--- config.mk ---
export PLATFORM = sky130hd
export DESIGN_NAME = i2c_burst_reg_ctrl_flat
export DESIGN_NICKNAME = d
export VERILOG_FILES = /design/src/rtl/i2c_burst_reg_ctrl_if.sv /design/src/rtl/i2c_burst_reg_ctrl.sv /design/src/flat_wrapper.sv
export SDC_FILE = /design/constraint.sdc
export NUM_CORES = 1
export LEC_CHECK = 0
export BUFFER_PORTS_ARGS = -buffer_cell sky130_fd_sc_hd__buf_2
export CORE_AREA = 2 2 125 127
export DETAILED_ROUTE_END_ITERATION = 16
export DIE_AREA = 0 0 127 129
export PLACE_DENSITY = 0.67
export SLEW_MARGIN = 20
export SYNTH_ARGS = -nofsm -noshare
export SYNTH_HDL_FRONTEND = slang
export SYNTH_SLANG_ARGS = --single-unit
export TNS_END_PERCENT = 5
--- constraint.sdc ---
create_clock -name clk -period 7.1 [get_ports clk]
set_input_delay 2.13 -clock clk [delete_from_list [all_inputs] [get_ports clk]]
set_output_delay 2.13 -clock clk [all_outputs]
set_load 0.01 [all_outputs]
--- src/rtl/i2c_burst_reg_ctrl_if.sv ---
// rtl/i2c_burst_reg_ctrl_if.sv - host command/buffer and byte-engine signals of the I2C burst sequencer
// slave: the sequencer itself; master: the host plus byte engine around it.
interface i2c_burst_reg_ctrl_if #(
  parameter int IDX_W = 3,
  parameter int LEN_W = 4
);
  logic             cmd_valid;
  logic             cmd_ready;
  logic             cmd_rw;
  logic [7:0]       cmd_reg;
  logic [LEN_W-1:0] cmd_len;
  logic             buf_wr_en;
  logic [IDX_W-1:0] buf_wr_idx;
  logic [7:0]       buf_wr_data;
  logic [IDX_W-1:0] buf_rd_idx;
  logic [7:0]       buf_rd_data;
  logic             busy;
  logic             done;
  logic             err;
  logic [1:0]       err_code;
  logic             i2c_start;
  logic             i2c_stop;
  logic [7:0]       i2c_wr_data;
  logic [1:0]       i2c_ack;
  logic             i2c_rd_tick;
  logic [7:0]       i2c_rd_data;

  modport slave (
    input  cmd_valid, cmd_rw, cmd_reg, cmd_len,
    input  buf_wr_en, buf_wr_idx, buf_wr_data, buf_rd_idx,
    input  i2c_ack, i2c_rd_tick, i2c_rd_data,
    output cmd_ready, buf_rd_data, busy, done, err, err_code,
    output i2c_start, i2c_stop, i2c_wr_data
  );

  modport master (
    output cmd_valid, cmd_rw, cmd_reg, cmd_len,
    output buf_wr_en, buf_wr_idx, buf_wr_data, buf_rd_idx,
    output i2c_ack, i2c_rd_tick, i2c_rd_data,
    input  cmd_ready, buf_rd_data, busy, done, err, err_code,
    input  i2c_start, i2c_stop, i2c_wr_data
  );
endinterface

--- src/rtl/i2c_burst_reg_ctrl.sv ---
// rtl/i2c_burst_reg_ctrl.sv - command-driven I2C register-burst master sequencer
// Engine strobes (start/stop/wr_data) are combinational so stop can follow the final ack or rd_tick in the same cycle.
module i2c_burst_reg_ctrl #(
  parameter logic [6:0] DEV_ADDR = 7'h68,
  parameter int         NBYTES   = 8,
  parameter int         IDX_W    = 3,
  parameter int         LEN_W    = 4
) (
  input  logic               clk,
  input  logic               rst,
  i2c_burst_reg_ctrl_if.slave bus
);

  localparam logic [2:0] S_IDLE  = 3'd0;
  localparam logic [2:0] S_DEVW  = 3'd1;
  localparam logic [2:0] S_REGP  = 3'd2;
  localparam logic [2:0] S_WDAT  = 3'd3;
  localparam logic [2:0] S_RSTRT = 3'd4;
  localparam logic [2:0] S_RDAT  = 3'd5;
  localparam logic [2:0] S_FIN   = 3'd6;

  localparam logic [1:0] E_OK   = 2'd0;
  localparam logic [1:0] E_ADDR = 2'd1;
  localparam logic [1:0] E_DATA = 2'd2;
  localparam logic [1:0] E_RLEN = 2'd3;

  localparam int               DEPTH   = 1 << IDX_W;
  localparam logic [LEN_W-1:0] LEN_MAX = LEN_W'(NBYTES);

  logic [2:0]       state_q, state_d;
  logic             rw_q;
  logic [7:0]       reg_q;
  logic [LEN_W-1:0] len_q;
  logic [LEN_W-1:0] cnt_q, cnt_d;
  logic [1:0]       code_q, code_d;
  logic [7:0]       wbuf_q [DEPTH];
  logic [7:0]       rbuf_q [DEPTH];

  logic             accept;
  logic             ack_ok;
  logic             ack_nack;
  logic             last_byte;
  logic             rd_store;
  logic             start;
  logic             stop;
  logic [7:0]       wr_data;
  logic [IDX_W-1:0] idx;
  logic [LEN_W-1:0] len_clamp;

  assign accept    = bus.cmd_valid && (state_q == S_IDLE);
  assign ack_ok    = (bus.i2c_ack == 2'b11);
  assign ack_nack  = (bus.i2c_ack == 2'b10);
  assign idx       = cnt_q[IDX_W-1:0];
  assign last_byte = ((cnt_q + LEN_W'(1)) == len_q);
  assign len_clamp = (bus.cmd_len > LEN_MAX) ? LEN_MAX : bus.cmd_len;

  always_comb begin
    state_d  = state_q;
    cnt_d    = cnt_q;
    code_d   = code_q;
    start    = 1'b0;
    stop     = 1'b0;
    wr_data  = 8'h00;
    rd_store = 1'b0;
    case (state_q)
      S_IDLE: begin
        if (accept) begin
          cnt_d = '0;
          // A zero-length read has nothing to fetch: report it without touching the bus.
          if (bus.cmd_rw && (len_clamp == '0)) begin
            code_d  = E_RLEN;
            state_d = S_FIN;
          end else begin
            code_d  = E_OK;
            state_d = S_DEVW;
          end
        end
      end
      S_DEVW: begin
        start   = 1'b1;
        wr_data = {DEV_ADDR, 1'b0};
        if (ack_ok) begin
          state_d = S_REGP;
        end else if (ack_nack) begin
          stop    = 1'b1;
          code_d  = E_ADDR;
          state_d = S_FIN;
        end
      end
      S_REGP: begin
        wr_data = reg_q;
        if (ack_ok) begin
          if (rw_q) begin
            start   = 1'b1;
            state_d = S_RSTRT;
          end else if (len_q == '0) begin
            stop    = 1'b1;
            state_d = S_FIN;
          end else begin
            state_d = S_WDAT;
          end
        end else if (ack_nack) begin
          stop    = 1'b1;
          code_d  = E_DATA;
          state_d = S_FIN;
        end
      end
      S_WDAT: begin
        wr_data = wbuf_q[idx];
        if (ack_ok) begin
          if (last_byte) begin
            stop    = 1'b1;
            state_d = S_FIN;
          end else begin
            cnt_d = cnt_q + LEN_W'(1);
          end
        end else if (ack_nack) begin
          stop    = 1'b1;
          code_d  = E_DATA;
          state_d = S_FIN;
        end
      end
      S_RSTRT: begin
        wr_data = {DEV_ADDR, 1'b1};
        if (ack_ok) begin
          state_d = S_RDAT;
        end else if (ack_nack) begin
          stop    = 1'b1;
          code_d  = E_ADDR;
          state_d = S_FIN;
        end
      end
      S_RDAT: begin
        if (bus.i2c_rd_tick) begin
          rd_store = 1'b1;
          if (last_byte) begin
            stop    = 1'b1;
            state_d = S_FIN;
          end else begin
            cnt_d = cnt_q + LEN_W'(1);
          end
        end
      end
      S_FIN: begin
        state_d = S_IDLE;
      end
      default: begin
        state_d = S_IDLE;
      end
    endcase
  end

  always_ff @(posedge clk) begin
    if (rst) begin
      state_q <= S_IDLE;
      rw_q    <= 1'b0;
      reg_q   <= 8'h00;
      len_q   <= '0;
      cnt_q   <= '0;
      code_q  <= E_OK;
      for (int i = 0; i < DEPTH; i++) begin
        wbuf_q[i] <= 8'h00;
        rbuf_q[i] <= 8'h00;
      end
    end else begin
      state_q <= state_d;
      cnt_q   <= cnt_d;
      code_q  <= code_d;
      if (accept) begin
        rw_q  <= bus.cmd_rw;
        reg_q <= bus.cmd_reg;
        len_q <= len_clamp;
      end
      // The write buffer is frozen while a command may be reading it.
      if (bus.buf_wr_en && (state_q == S_IDLE)) begin
        wbuf_q[bus.buf_wr_idx] <= bus.buf_wr_data;
      end
      if (rd_store) begin
        rbuf_q[idx] <= bus.i2c_rd_data;
      end
    end
  end

  assign bus.cmd_ready   = (state_q == S_IDLE);
  assign bus.busy        = (state_q != S_IDLE);
  assign bus.done        = (state_q == S_FIN);
  assign bus.err         = (state_q == S_FIN) && (code_q != E_OK);
  assign bus.err_code    = (state_q == S_FIN) ? code_q : E_OK;
  assign bus.buf_rd_data = rbuf_q[bus.buf_rd_idx];
  assign bus.i2c_start   = start;
  assign bus.i2c_stop    = stop;
  assign bus.i2c_wr_data = wr_data;

endmodule

--- src/flat_wrapper.sv ---
// flat-port wrapper written by rule: the top's interface ports become plain ports
module i2c_burst_reg_ctrl_flat 
#(
  parameter logic [6:0] DEV_ADDR = 7'h68,
  parameter int         NBYTES   = 8,
  parameter int         IDX_W    = 3,
  parameter int         LEN_W    = 4
)
  (clk, rst, bus_cmd_valid, bus_cmd_rw, bus_cmd_reg, bus_cmd_len, bus_buf_wr_en, bus_buf_wr_idx, bus_buf_wr_data, bus_buf_rd_idx, bus_i2c_ack, bus_i2c_rd_tick, bus_i2c_rd_data, bus_cmd_ready, bus_buf_rd_data, bus_busy, bus_done, bus_err, bus_err_code, bus_i2c_start, bus_i2c_stop, bus_i2c_wr_data);
  i2c_burst_reg_ctrl_if #(.IDX_W(IDX_W), .LEN_W(LEN_W)) bus_i ();
  input  logic clk;
  input  logic rst;
  input wire logic [$bits(bus_i.cmd_valid)-1:0] bus_cmd_valid;
  input wire logic [$bits(bus_i.cmd_rw)-1:0] bus_cmd_rw;
  input wire logic [$bits(bus_i.cmd_reg)-1:0] bus_cmd_reg;
  input wire logic [$bits(bus_i.cmd_len)-1:0] bus_cmd_len;
  input wire logic [$bits(bus_i.buf_wr_en)-1:0] bus_buf_wr_en;
  input wire logic [$bits(bus_i.buf_wr_idx)-1:0] bus_buf_wr_idx;
  input wire logic [$bits(bus_i.buf_wr_data)-1:0] bus_buf_wr_data;
  input wire logic [$bits(bus_i.buf_rd_idx)-1:0] bus_buf_rd_idx;
  input wire logic [$bits(bus_i.i2c_ack)-1:0] bus_i2c_ack;
  input wire logic [$bits(bus_i.i2c_rd_tick)-1:0] bus_i2c_rd_tick;
  input wire logic [$bits(bus_i.i2c_rd_data)-1:0] bus_i2c_rd_data;
  output wire logic [$bits(bus_i.cmd_ready)-1:0] bus_cmd_ready;
  output wire logic [$bits(bus_i.buf_rd_data)-1:0] bus_buf_rd_data;
  output wire logic [$bits(bus_i.busy)-1:0] bus_busy;
  output wire logic [$bits(bus_i.done)-1:0] bus_done;
  output wire logic [$bits(bus_i.err)-1:0] bus_err;
  output wire logic [$bits(bus_i.err_code)-1:0] bus_err_code;
  output wire logic [$bits(bus_i.i2c_start)-1:0] bus_i2c_start;
  output wire logic [$bits(bus_i.i2c_stop)-1:0] bus_i2c_stop;
  output wire logic [$bits(bus_i.i2c_wr_data)-1:0] bus_i2c_wr_data;
  assign bus_i.cmd_valid = bus_cmd_valid;
  assign bus_i.cmd_rw = bus_cmd_rw;
  assign bus_i.cmd_reg = bus_cmd_reg;
  assign bus_i.cmd_len = bus_cmd_len;
  assign bus_i.buf_wr_en = bus_buf_wr_en;
  assign bus_i.buf_wr_idx = bus_buf_wr_idx;
  assign bus_i.buf_wr_data = bus_buf_wr_data;
  assign bus_i.buf_rd_idx = bus_buf_rd_idx;
  assign bus_i.i2c_ack = bus_i2c_ack;
  assign bus_i.i2c_rd_tick = bus_i2c_rd_tick;
  assign bus_i.i2c_rd_data = bus_i2c_rd_data;
  assign bus_cmd_ready = bus_i.cmd_ready;
  assign bus_buf_rd_data = bus_i.buf_rd_data;
  assign bus_busy = bus_i.busy;
  assign bus_done = bus_i.done;
  assign bus_err = bus_i.err;
  assign bus_err_code = bus_i.err_code;
  assign bus_i2c_start = bus_i.i2c_start;
  assign bus_i2c_stop = bus_i.i2c_stop;
  assign bus_i2c_wr_data = bus_i.i2c_wr_data;
  i2c_burst_reg_ctrl #(.DEV_ADDR(DEV_ADDR), .NBYTES(NBYTES), .IDX_W(IDX_W), .LEN_W(LEN_W)) u_core (.clk(clk), .rst(rst), .bus(bus_i));
endmodule
Yosys cells after proc, flatten, opt, wreduce, memory -nomap -nowiden
Memories as Yosys holds them, arrays and structs flattened. A register that Yosys moved wholly into a read port is not among the register bits.
Cells that the tools add are included.
Storage, ports and cells
  RAM bits: 128
  word-level logic and storage cells: 101
  flip-flop bits (word level): 22
  output and inout port bits: 24
  input port bits: 42
  memories kept: 2
Memory list
  u_core.rbuf_q: depth 8, width 8, rd ports 1, clocked after memory_dff 0, write ports 8, line i2c_burst_reg_ctrl.sv:37  | logic [7:0] rbuf_q [DEPTH];
  u_core.wbuf_q: depth 8, width 8, rd ports 1, clocked after memory_dff 1, write ports 8, line i2c_burst_reg_ctrl.sv:36  | logic [7:0] wbuf_q [DEPTH];
Cells by class
  reductions and logical operators: 18
  add/subtract/negate cells: 1
  equality and inequality tests: 16
  muxes and demuxes: 57
  $lt $le $gt $ge: 1
Operators with widths (count)
  $mux 3: 15
  $pmux 8 s4: 1
  $mux 1: 22
  $mux 4: 5
  $pmux 3 s6: 1
  $mux 8: 2
  $reduce_or 8->1: 2
  $mux 2: 7
  $pmux 4 s3: 1
  $eq 3x3->1 const B: 3
  $reduce_bool 3->1: 3
  $logic_not 4->1: 2
  $ne 2x1->1 const B: 4
  $eq 3x2->1 const B: 2
  $ne 2x2->1 const B: 3
  $pmux 2 s3: 1
  $reduce_and 6->1: 1
  $add 4x1->4 const B: 1
  $eq 2x2->1 const B: 2
  $eq 4x4->1: 1
  $gt 4x4->1 const B: 1
  $logic_and 1x1->1: 4
  $pmux 1 s4: 1
  $reduce_and 4->1: 1
  6 further kinds: 7

Longest topological paths before layout
  depth after elaboration: 7
  mapped depth: 6
  mapped depth without buffers: 6

Worst setup path before layout
No wires, ideal clock.
  path kind: in2out
  from: in bus_buf_rd_idx[0]
  to: out bus_buf_rd_data[0]
  stages: 4
  slack: 1.602 ns
  buffers on the path: 2
  data required time: 4.970 ns
  arrival time: 3.368 ns
  cells stage by stage: buf_2 -> buf_4 -> mux4_2 -> mux2_2
On the way
  longest elaborated chain between the ends: 1
RTL lines
  from (decl): line flat_wrapper.sv:20  | input wire logic [$bits(bus_i.buf_rd_idx)-1:0] bus_buf_rd_idx;
  $mem_v2 8x8
  to (decl): line flat_wrapper.sv:25  | output wire logic [$bits(bus_i.buf_rd_data)-1:0] bus_buf_rd_data;
No other way between the ends.

Final worst setup path
  from: in bus_buf_rd_idx[0]
  to: out bus_buf_rd_data[4]
The elaborated chain is that of the path after synthesis.

==> results.yml <==
timing:
  worst_slew_pin_slew_ns: 0.986
  clock.fmax_mhz: 175
  rsz0062_at_grt: "no"
  drv_slew: 0
  slew_headroom: 0.342
  setup_ws_ns: 1.39
  setup_violations: 0
  hold_viol_final: 0
  finalCritPeriodShare: 0.805
  finalSetupTns_ns: 0
  hold-worst-slack_ns: 0.459
  period_minus_slack_ns: 5.71
  fin_skew_ns: 0.00911
logic_synthesis:
  synth_area_leaders: "edfxtp_1 52%, and2_1 11%, mux4_2 9.7%"
  ys_async_sr_fraction: 0
  synth.distinct_cells: 55
  syn_inst: 564
  syn_avg_cell_area_sq_um: 13.2
  synthXorXnorAreaFrac: 0.0111
  synth_seq_cells: 153
  synth_fa_ha_area_frac: 0.00169
  synth-compound-area-share: 0.0614
  syn_nets: 607
  synth-edff-count: 128
  synth_top_family_by_area: "simple AND/OR/NAND/NOR gates"
  yosysWarnings: 0
  synth-simple-area-share: 0.201
  synth-main-ff-cell: "edfxtp_1"
  synth_area_sq_um: 7420
  ys_seq_area_frac: 0.585
  synth_mux_area_frac: 0.117
  yosys.area.top_type_share: 0.518
  synth.largest_area_cell: "edfxtp_1"
cells_and_area:
  diodes: 0
  fill_cells: 1214
  fin_nets: 669
  regArea_sq_um: 4350
  multiInputGateArea_sq_um: 2920
  drive_gt1_frac: 0.271
  synthToLayoutAreaGrowth_pct: 14.2
critical_path:
  arrival_ns: 3.58
  r2r_start: "u_core.state_q[0]"
  r2r-end: "u_core.rbuf_q[1][7]"
  r2r_setup_slack_ns: 4.21
  cp.required_ns: 4.97
  critPathKind: "in -> out"
  cp-start-kind: "input port"
  reg2reg_depth: 5
  crit_path_max_fanout: 16
  critPathCaptureType: "output port"
power_and_ir_drop:
  power_density_nw_per_um2: 278
  ir_drop_mv: 0.170
  p_leak_nw: 3.16
global_routing:
  grt_remaining_overflow: 0
  first_global_vias: 4510
  grt_pass1_wl_microns: 25200
  antenna_found_initial: 0
  grt_max_degree: 35
  grt_usage: 0.206
clock_network:
  clk_pin_slew_ns: 0.06
  clockBufferDepth: 2
  clk_latency_ns: 0.42
  htreeDepth: 4
  hold_buffers: 0
  numCtsBuffers: 17
  cts_tree: "built"
  cts_resized: 0
  clock_sinks: 153
  cts_setup_buffers: 0
  clockRootBuffer: "clkbuf_16"
outcome:
  outcome: "finished, final reports clean"
floorplanning:
  start_util: 0.495
  dieHeight_microns: 129
  dieArea_sq_um: 16400
  pin_count: 66
  core_area_sq_um: 15000
  die_w_microns: 127
  num_rows: 45
worst_hold_path:
  worstHoldStart: "u_core.reg_q[6]"
  hold_depth: 2
  hold_path_class: "reg -> reg"
  hold_end: "u_core.reg_q[6]"
detailed_routing:
  drt_iter0_markers: 409
  wirelength_microns: 15900
  via_per_inst: 5.64
  drcViolationCount: 0
  wire_per_inst_microns: 19.2
  dr.pass1.iters: 5
  dr_total_vias: 4666
  drt.antenna.violating_nets: 0
placement:
  portBuffers: 65
  dp_hpwl_microns: 11200
  dp_worst_setup_slack_ns: 1.36
  place_congestion: 0.882
flow_run:
  cap_viol_max_count: 0
area by class of cell:
cell class                 count  share of cell area
clock inverter                14              0.0179
sequential                   153               0.513
tap                          188              0.0277
inverter                       6             0.00280
timing repair buffer          72              0.0446
multi-input combinational    376               0.344
clock buffer                  18              0.0506
worst max path at each step:
stage	slack [ns]	depth (start not counted)	startpoint	to
CTS	1.36	4	bus_buf_rd_idx[0]	bus_buf_rd_data[4]
detailed placement	1.36	4	bus_buf_rd_idx[0]	bus_buf_rd_data[4]
finish	1.39	4	bus_buf_rd_idx[0]	bus_buf_rd_data[4]
global route	1.28	4	bus_buf_rd_idx[0]	bus_buf_rd_data[4]
floorplan	1.60	4	bus_buf_rd_idx[0]	bus_buf_rd_data[0]
global placement	1.43	4	bus_buf_rd_idx[0]	bus_buf_rd_data[7]
cell usage in the layout, fill, tap and decap left out, types with 5 or more instances in the layout:
| cell type | count |
|---|---|
| nand2_1 | 39 |
| mux4_2 | 32 |
| mux2i_1 | 6 |
| clkinvlp_4 | 5 |
| buf_2 | 65 |
| nand2b_1 | 5 |
| a21oi_1 | 33 |
| buf_4 | 7 |
| o21ai_0 | 15 |
| edfxtp_1 | 128 |
| clkbuf_16 | 17 |
| nor2b_1 | 8 |
| and2_1 | 129 |
| nor2_1 | 17 |
| dfxtp_1 | 24 |
| or2_2 | 9 |
| mux2_2 | 8 |
| inv_1 | 5 |
| nor3_1 | 5 |
per-stage QoR:
stage	cell area [sq um]	instances	utilization	power (mW)
after global placement	7900	795	0.527	1.50
after floorplan	7420	564	-	1.38
after detailed placement	7900	795	0.527	1.51
final	8480	827	0.566	2.36
after global routing	8480	827	0.566	2.46
after CTS	8480	827	0.566	2.37
cells in the mapped netlist, types with 3 or more instances:
| library cell | instances |
|---|---|
| and2_1 | 129 |
| edfxtp_1 | 128 |
| nand2_1 | 39 |
| a21oi_1 | 33 |
| mux4_2 | 32 |
| dfxtp_1 | 25 |
| nor2_1 | 17 |
| o21ai_0 | 16 |
| clkbuf_1 | 11 |
| or2_2 | 9 |
| buf_2 | 8 |
| mux2_2 | 8 |
| nor2b_1 | 8 |
| mux2i_1 | 6 |
| inv_1 | 5 |
| nand2b_1 | 5 |
| nor3_1 | 5 |
| a211oi_1 | 4 |
| and3_1 | 4 |
| buf_4 | 4 |
| nand3_1 | 4 |
| nor2_2 | 4 |
| nor4_1 | 4 |
| o22ai_1 | 4 |
| xor2_1 | 4 |
| buf_1 | 3 |
| clkbuf_2 | 3 |
| nand3b_1 | 3 |
| nor3_2 | 3 |
| nor3b_2 | 3 |
| o2111ai_1 | 3 |
flip-flops by register name, indices dropped and copies added, names as in the netlist, named ones only:
name	count
u_core.rw_q	1
u_core.cnt_q	4
u_core.rbuf_q	64
u_core.len_q	4
u_core.code_q	2
u_core.wbuf_q	64
u_core.state_q	3
u_core.reg_q	8
logic make-up after synthesis:
family                     count (synthesis)
xor gates and xnor gates                   7
and+or+nand+nor                          248
muxes                                     46
buffers and inverters                     35
AOI/OAI and AO/OA                         74
adders and majority gates                  1
DFF                                      153
critical path, cell delays in order:
cell and delay (ns):
buf_2 0.43, mux4_2 0.58, mux2_2 0.29, buf_2 0.14
layer usage:
| metal | global-route usage | vias up | part of all wire |
|---|---|---|---|
| met3 | 0.0466 | 19 | 0.050 |
| met2 | 0.324 | 141 | 0.49 |
| met4 | 0.0724 | 0 | 0.016 |
| met1 | 0.285 | 2302 | 0.44 |
| li1 | - | 2204 | - |
| met5 | 0 | - | 0 |
power breakdown:
group / internal [mW] / total, mW / switching (mW)
combinational: 0.159 / 0.396 / 0.238
sequential: 1.03 / 1.09 / 0.0626
clock: 0.518 / 0.872 / 0.353
Note: power is estimated with default switching activity, not from simulation.
